==> src/rtl/add_pkg.sv <==
// -----------------------------------------------------------------------------
// add_pkg
// Shared types and helpers for the adder result stage.
//   ADD_WIDTH    : operand/sum width of the team's ripple-carry adder.
//   res_entry_t  : one registered result (sum plus derived status flags).
//   skid_state_t : occupancy of the 2-entry output skid buffer.
//   calc_ovf     : signed overflow from the two most significant carries.
// -----------------------------------------------------------------------------
package add_pkg;

    localparam int ADD_WIDTH = 4;

    typedef struct packed {
        logic [ADD_WIDTH-1:0] sum;
        logic                 cout;
        logic                 ovf;
        logic                 zero;
        logic                 neg;
    } res_entry_t;

    typedef enum logic [1:0] {
        EMPTY = 2'd0,
        ONE   = 2'd1,
        FULL  = 2'd2
    } skid_state_t;

    // Signed overflow occurs when the carry into the sign bit differs from
    // the carry out of it.
    function automatic logic calc_ovf(input logic carry_msb, input logic carry_prev);
        return carry_msb ^ carry_prev;
    endfunction

endpackage

==> src/rtl/add_result_stage_if.sv <==
// -----------------------------------------------------------------------------
// add_result_stage_if
// Valid/ready handshake bundle around the adder result stage.
//   Upstream side  : in_valid, in_ready, in_s (sum bits), in_c (per-bit carries)
//   Downstream side: out_valid, out_ready, out_sum, out_cout, out_ovf,
//                    out_zero, out_neg
// Modports:
//   slave  : the result stage itself.
//   master : the environment that feeds the adder result and consumes it.
// -----------------------------------------------------------------------------
interface add_result_stage_if
    import add_pkg::*;
#(
    parameter int WIDTH = ADD_WIDTH
);
    logic             in_valid;
    logic             in_ready;
    logic [WIDTH-1:0] in_s;
    logic [WIDTH-1:0] in_c;
    logic             out_valid;
    logic             out_ready;
    logic [WIDTH-1:0] out_sum;
    logic             out_cout;
    logic             out_ovf;
    logic             out_zero;
    logic             out_neg;

    modport slave (
        input  in_valid, in_s, in_c, out_ready,
        output in_ready, out_valid, out_sum, out_cout, out_ovf, out_zero, out_neg
    );

    modport master (
        output in_valid, in_s, in_c, out_ready,
        input  in_ready, out_valid, out_sum, out_cout, out_ovf, out_zero, out_neg
    );
endinterface

==> src/rtl/add_flag_calc.sv <==
// -----------------------------------------------------------------------------
// add_flag_calc
// Combinational flag derivation for one adder result.
//   in_s : adder sum bits
//   in_c : adder per-stage carries, in_c[WIDTH-1] is the final carry-out
//   res  : packed result entry (sum, cout, ovf, zero, neg)
// Optional build macro ADD_RESULT_SATURATE_EN: clamps the stored sum to the
// most positive / most negative value on signed overflow; zero and neg then
// describe the clamped value while ovf still reports the overflow.
// WIDTH must match add_pkg::ADD_WIDTH because the entry type is shared.
// -----------------------------------------------------------------------------
module add_flag_calc
    import add_pkg::*;
#(
    parameter int WIDTH = ADD_WIDTH
) (
    input  logic [WIDTH-1:0] in_s,
    input  logic [WIDTH-1:0] in_c,
    output res_entry_t       res
);

    logic [WIDTH-1:0] sum_s;
    logic             ovf_s;
    logic             unused_carries_s;

    // Only the top two carries matter; the lower ones are ripple internals.
    assign unused_carries_s = ^in_c;

    // Build the entry: overflow, optional clamp, then flags from the stored sum.
    always_comb begin
        ovf_s = calc_ovf(in_c[WIDTH-1], in_c[WIDTH-2]);
        sum_s = in_s;
`ifdef ADD_RESULT_SATURATE_EN
        if (ovf_s) begin
            // A sum that wrapped negative came from a positive overflow.
            if (in_s[WIDTH-1]) begin
                sum_s = {1'b0, {(WIDTH-1){1'b1}}};
            end else begin
                sum_s = {1'b1, {(WIDTH-1){1'b0}}};
            end
        end else begin
            sum_s = in_s;
        end
`endif
        res.sum  = sum_s;
        res.cout = in_c[WIDTH-1];
        res.ovf  = ovf_s;
        res.zero = (sum_s == {WIDTH{1'b0}});
        res.neg  = sum_s[WIDTH-1];
    end

endmodule

==> src/rtl/add_result_stage.sv <==
// -----------------------------------------------------------------------------
// add_result_stage
// Registered output stage behind the ripple-carry adder. Each accepted result
// is turned into an entry (sum + flags) and held in a 2-entry skid buffer so
// downstream backpressure never drops or duplicates a result.
//   clk         : rising-edge clock
//   reset       : asynchronous active-high reset
//   bus         : add_result_stage_if.slave (in_* upstream, out_* downstream)
//   clear_count : synchronous clear of ovf_count (wins over an increment)
//   ovf_count   : saturating count of accepted results with signed overflow
// Optional build macro ADD_RESULT_SATURATE_EN (see add_flag_calc).
// -----------------------------------------------------------------------------
module add_result_stage
    import add_pkg::*;
#(
    parameter int WIDTH = ADD_WIDTH,
    parameter int CNT_W = 8
) (
    input  logic               clk,
    input  logic               reset,
    add_result_stage_if.slave  bus,
    input  logic               clear_count,
    output logic [CNT_W-1:0]   ovf_count
);

    skid_state_t      state_r;
    res_entry_t       main_r;
    res_entry_t       skid_r;
    res_entry_t       new_entry_s;
    logic             in_ready_r;
    logic             out_valid_r;
    logic [CNT_W-1:0] ovf_count_r;
    logic             accept_s;
    logic             consume_s;

    add_flag_calc #(
        .WIDTH (WIDTH)
    ) u_flag_calc (
        .in_s (bus.in_s),
        .in_c (bus.in_c),
        .res  (new_entry_s)
    );

    assign accept_s  = bus.in_valid & in_ready_r;
    assign consume_s = out_valid_r & bus.out_ready;

    // Skid buffer FSM: main drives the outputs, skid catches one extra
    // result while the consumer stalls; in_ready is registered (!FULL).
    always_ff @(posedge clk or posedge reset) begin
        if (reset) begin
            state_r     <= EMPTY;
            in_ready_r  <= 1'b1;
            out_valid_r <= 1'b0;
            main_r      <= '0;
            skid_r      <= '0;
        end else begin
            case (state_r)
                EMPTY: begin
                    if (accept_s) begin
                        main_r      <= new_entry_s;
                        out_valid_r <= 1'b1;
                        state_r     <= ONE;
                    end
                end
                ONE: begin
                    if (accept_s && consume_s) begin
                        main_r <= new_entry_s;
                    end else if (accept_s) begin
                        skid_r     <= new_entry_s;
                        in_ready_r <= 1'b0;
                        state_r    <= FULL;
                    end else if (consume_s) begin
                        out_valid_r <= 1'b0;
                        state_r     <= EMPTY;
                    end
                end
                FULL: begin
                    // in_ready is low here, so only a consume can happen.
                    if (consume_s) begin
                        main_r     <= skid_r;
                        in_ready_r <= 1'b1;
                        state_r    <= ONE;
                    end
                end
                default: begin
                    state_r     <= EMPTY;
                    in_ready_r  <= 1'b1;
                    out_valid_r <= 1'b0;
                end
            endcase
        end
    end

    // Saturating overflow event counter; clear has priority over increment.
    always_ff @(posedge clk or posedge reset) begin
        if (reset) begin
            ovf_count_r <= '0;
        end else if (clear_count) begin
            ovf_count_r <= '0;
        end else if (accept_s && new_entry_s.ovf && (ovf_count_r != {CNT_W{1'b1}})) begin
            ovf_count_r <= ovf_count_r + CNT_W'(1);
        end
    end

    assign bus.in_ready  = in_ready_r;
    assign bus.out_valid = out_valid_r;
    assign bus.out_sum   = main_r.sum;
    assign bus.out_cout  = main_r.cout;
    assign bus.out_ovf   = main_r.ovf;
    assign bus.out_zero  = main_r.zero;
    assign bus.out_neg   = main_r.neg;
    assign ovf_count     = ovf_count_r;

endmodule

==> src/flat_wrapper.sv <==
// flat-port wrapper written by rule: the top's interface ports become plain ports
module add_result_stage_flat import add_pkg::*;
#(
    parameter int WIDTH = ADD_WIDTH,
    parameter int CNT_W = 8
)
  (clk, reset, clear_count, ovf_count, bus_in_valid, bus_in_s, bus_in_c, bus_out_ready, bus_in_ready, bus_out_valid, bus_out_sum, bus_out_cout, bus_out_ovf, bus_out_zero, bus_out_neg);
  add_result_stage_if #(.WIDTH(WIDTH)) bus_i ();
  input  logic clk;
  input  logic reset;
  input  logic clear_count;
  output logic [CNT_W-1:0] ovf_count;
  input wire logic [$bits(bus_i.in_valid)-1:0] bus_in_valid;
  input wire logic [$bits(bus_i.in_s)-1:0] bus_in_s;
  input wire logic [$bits(bus_i.in_c)-1:0] bus_in_c;
  input wire logic [$bits(bus_i.out_ready)-1:0] bus_out_ready;
  output wire logic [$bits(bus_i.in_ready)-1:0] bus_in_ready;
  output wire logic [$bits(bus_i.out_valid)-1:0] bus_out_valid;
  output wire logic [$bits(bus_i.out_sum)-1:0] bus_out_sum;
  output wire logic [$bits(bus_i.out_cout)-1:0] bus_out_cout;
  output wire logic [$bits(bus_i.out_ovf)-1:0] bus_out_ovf;
  output wire logic [$bits(bus_i.out_zero)-1:0] bus_out_zero;
  output wire logic [$bits(bus_i.out_neg)-1:0] bus_out_neg;
  assign bus_i.in_valid = bus_in_valid;
  assign bus_i.in_s = bus_in_s;
  assign bus_i.in_c = bus_in_c;
  assign bus_i.out_ready = bus_out_ready;
  assign bus_in_ready = bus_i.in_ready;
  assign bus_out_valid = bus_i.out_valid;
  assign bus_out_sum = bus_i.out_sum;
  assign bus_out_cout = bus_i.out_cout;
  assign bus_out_ovf = bus_i.out_ovf;
  assign bus_out_zero = bus_i.out_zero;
  assign bus_out_neg = bus_i.out_neg;
  add_result_stage #(.WIDTH(WIDTH), .CNT_W(CNT_W)) u_core (.clk(clk), .reset(reset), .bus(bus_i), .clear_count(clear_count), .ovf_count(ovf_count));
endmodule
==> config.mk <==
export PLATFORM = sky130hd
export DESIGN_NAME = add_result_stage_flat
export DESIGN_NICKNAME = d
export VERILOG_FILES = /design/src/rtl/add_pkg.sv /design/src/rtl/add_result_stage_if.sv /design/src/rtl/add_flag_calc.sv /design/src/rtl/add_result_stage.sv /design/src/flat_wrapper.sv
export SDC_FILE = /design/constraint.sdc
export NUM_CORES = 1
export LEC_CHECK = 0
export ABC_CLOCK_PERIOD_IN_PS = 4710
export CORE_MARGIN = 4
export CORE_UTILIZATION = 51
export CTS_CLUSTER_SIZE = 24
export DETAILED_ROUTE_END_ITERATION = 10
export PLACE_DENSITY = 0.91
export SKIP_CTS_REPAIR_TIMING = 1
export SLEW_MARGIN = 5
export SYNTH_ARGS = -nofsm -noshare
export SYNTH_HDL_FRONTEND = slang
export SYNTH_SLANG_ARGS = --single-unit
==> constraint.sdc <==
create_clock -name clk -period 4.71 [get_ports clk]
set_clock_uncertainty 0.05 [all_clocks]
set_input_delay 0.471 -clock clk [delete_from_list [all_inputs] [get_ports clk]]
set_output_delay 0.471 -clock clk [all_outputs]
set_load 0.01 [all_outputs]
==> implementation parameters <==
Parameter                              Value

Yosys
  Top_reg_cell synth    sky130_fd_sc_hd__dfrtp_1
  Synthesized area divided by synthesized cell count    10.9 um^2
  Fraction of registers with async set/reset    1.00
  Flip-flop and latch count after synthesis    26
  Count of flip-flops with a built-in enable after synthesis    0
  Number of synthesis warnings    0
  Number of distinct library cells after synthesis    29
  Mapped cell area    about 1200 um^2
  Net count after synthesis    127
  Part of the Yosys area used for sequential elements    0.531
  Count of mapped cells out of synthesis    113

Hold path
  Classification of the worst-slack hold path    register to register
  Cell depth of the worst hold path    1

Route
  Total via count in the routed design    934
  Post-detailed-routing wire length    around 2400 um
  DRC violations left    0
  Routed Antenna Nets    0
  Routed vias/inst    around 5.6
  Initial drt markers    19
  DR WL/cell    14.2 um
  Detailed-router iteration count before antenna repair    4

STA
  Final worst path period need    2100 ps
  Max-slew violation count    0
  Worst hold slack    464 ps
  Final Hold Viols    0
  Peak Freq    0.477 GHz
  Portion of the clock cycle consumed by the worst path in the final layout    0.445
  Total negative slack for setup checks    0 ps
  Worst Tran Pin Value    about 960 ps
  Unrepaired setup endpoints after global routing    false
  Final-report setup violation count    0
  Worst relative slew slack    0.362

Finish
  Top library cells by usage in the layout, fill and taps aside    28 x sky130_fd_sc_hd__clkdlybuf4s50_1, 25 x sky130_fd_sc_hd__dfrtp_1, 15 x sky130_fd_sc_hd__a21oi_1
  Post-Route Utilization    0.693
  Final nets    roughly 160
  Commonest non-fill, non-tap cell in the layout    sky130_fd_sc_hd__clkdlybuf4s50_1
  Synthesis-to-layout area growth    27.3%
  Layout cells sized above 1    0.100
  # diodes    0
  Footprint of the flip-flops and latches    652 um^2
  Summed area of non-filler cells in the final layout    about 1600 um^2
  Count of fill cells added during filler insertion    195
  Area of the multi-input gates    532 um^2

GRT
  Wire length of the first global-routing pass    4280 um
  GRT Overall Usage    0.161
  GRT met2 Usage    0.289
  Pin count of the biggest net entering global routing    27
  Met1 demand-to-capacity share in global routing    0.202
  Gr ovfl total    0
  Via count of the first global-routing pass    1011
  Met3 track utilization from global routing    0.0271
  Number of antenna violations at the first check in global routing    0
  Grt peak-use layer    met2

Placed design
  Half-perimeter wire length after detailed placement    around 1800 um
  Number of buffers inserted by port buffering    28
  Placed standard-cell area    1510 um^2
  Final weighted congestion in routability-driven placement    0.742

Worst setup path
  CP bufs+invs    1
  Worst Setup Start Kind    primary input
  Endpoint type of the worst setup path    register
  Top delay family on crit path    simple AND/OR/NAND/NOR gates
  Arrival time of the worst setup path    2300 ps
  Largest fanout of any net on the critical path    14
  Critical path class    primary input to register
  Critical Path Stages    5
  Critical-path top delay cell    sky130_fd_sc_hd__or4_1
  R2r worst-path depth    5
  Slowest stage delay, CP    570 ps
  Chain of cells forming the critical path    clkdlybuf4s50_1, xor2_2, o2111ai_2, or4_1, a21oi_1
  Required time of the critical path    4920 ps

Floorplanning
  Initial core utilization    0.544
  Total I/O pin count    31
  Die outline height    57.1 um
  Area of the die    3260 um^2
  Core Region    2250 um^2
  Std-Cell Rows    17
  Die width    57.1 um

Status
  Outcome    complete, no violations

Clock tree
  Inserted Clock Buffers    3
  Clock Path Buffers    2
  Count of clock tree sinks    26
  TritonCTS clock tree    done
  Clock-pin transition on the worst setup and hold timing paths    150 ps
  Clk Latency, worst-skew pair    between 300 and 400 ps
  Cell chosen for the clock root    sky130_fd_sc_hd__clkbuf_4
  Clock H-tree levels    1

Power and ir drop
  Static leakage power    0.653 nW
  Maximum resistive drop on vdd    0.167 mV
  Power per cell area    251 nW/um^2

Flow run
  Max-cap check violation count    0
==> worst register-to-register path, stage by stage (launching register included) <==
cell and delay (ps):
sky130_fd_sc_hd__dfrtp_1 450, sky130_fd_sc_hd__ha_1 260, sky130_fd_sc_hd__nand3_1 120, sky130_fd_sc_hd__o2111ai_2 300, sky130_fd_sc_hd__or4_1 570, sky130_fd_sc_hd__a21oi_1 160
==> synthesized netlist by cell type, types with 2 or more instances <==
cell type                 count  share of area
sky130_fd_sc_hd__nand2_1      7          0.021
sky130_fd_sc_hd__or3_1        3          0.015
sky130_fd_sc_hd__inv_1        3         0.0092
sky130_fd_sc_hd__mux2i_1      8          0.065
sky130_fd_sc_hd__nand3_1      4          0.016
sky130_fd_sc_hd__buf_2        2         0.0082
sky130_fd_sc_hd__mux2_2       6          0.055
sky130_fd_sc_hd__a21oi_1     15          0.061
sky130_fd_sc_hd__xor2_1       2          0.014
sky130_fd_sc_hd__o21ai_0      5          0.020
sky130_fd_sc_hd__o31ai_1      3          0.018
sky130_fd_sc_hd__dfrtp_1     25           0.51
sky130_fd_sc_hd__or4_1        3          0.018
sky130_fd_sc_hd__nor2_1      12          0.037
==> registers in the layout, indices dropped and copies added (netlist names) <==
register	count
u_core.ovf_count	8
u_core.bus.out_cout	1
u_core.skid_r	7
u_core.bus.out_sum	4
u_core.bus.out_zero	1
u_core.bus.out_valid	1
u_core.bus.in_ready	1
u_core.bus.out_ovf	1
u_core.state_r	2
==> path summary, 6_finish.rpt <==
kind                                     startpoint                    to  slack, ps
worst min-delay path              u_core.state_r[0]  u_core.bus.out_valid        460
worst min register to register    u_core.state_r[0]  u_core.bus.out_valid        460
worst max-delay path                    bus_in_c[3]   u_core.ovf_count[7]       2610
worst max register to register  u_core.ovf_count[0]   u_core.ovf_count[7]       2760
min in group asynchronous                     reset   u_core.ovf_count[5]        610
max in group asynchronous                     reset      u_core.skid_r[2]       3420
==> kinds of logic (layout without fill, tap and decap cells) <==
group | after synthesis | after routing | synth area share
adder cells (fa/ha/maj) | 1 | 1 | 0.0102
AO/OA/AOI/OAI | 27 | 27 | 0.137
AND/OR/NAND/NOR | 33 | 33 | 0.129
multiplexers | 15 | 15 | 0.129
XOR/XNOR | 3 | 3 | 0.0275
flip-flops | 26 | 26 | 0.531
buffers and inverters | 8 | 35 | 0.0357
==> final cells by class <==
cell class                      count  area share
Inverter                            3     0.00721
Timing Repair Buffer               28       0.179
Clock buffer                        3      0.0144
Tap cell                           28      0.0224
Multi-Input combinational cell     79       0.340
Sequential cell                    26       0.417
Clock inverter                      1      0.0192
==> report_power, final <==
group	internal, mW	switching [mW]	total (mW)
Combinational	0.00844	0.00927	0.0177
Clock	0.0860	0.0653	0.151
Sequential	0.223	0	0.223
Total	0.318	0.0746	0.392
==> stage by stage <==
stage	power [mW]	cells	setup WS, ps
final	0.392	168	2610
after global routing	0.409	168	2520
after CTS	0.398	168	2620
after detailed placement	0.246	164	2270
after global placement	0.245	164	2340
after floorplan	0.234	113	3050
==> metal layers <==
metal	part of all wire	up-vias
met4	0.0071	0
met2	0.51	31
li1	-	457
met5	0	-
met1	0.43	444
met3	0.052	2
No activity file was read; power rests on OpenSTA's default activity.
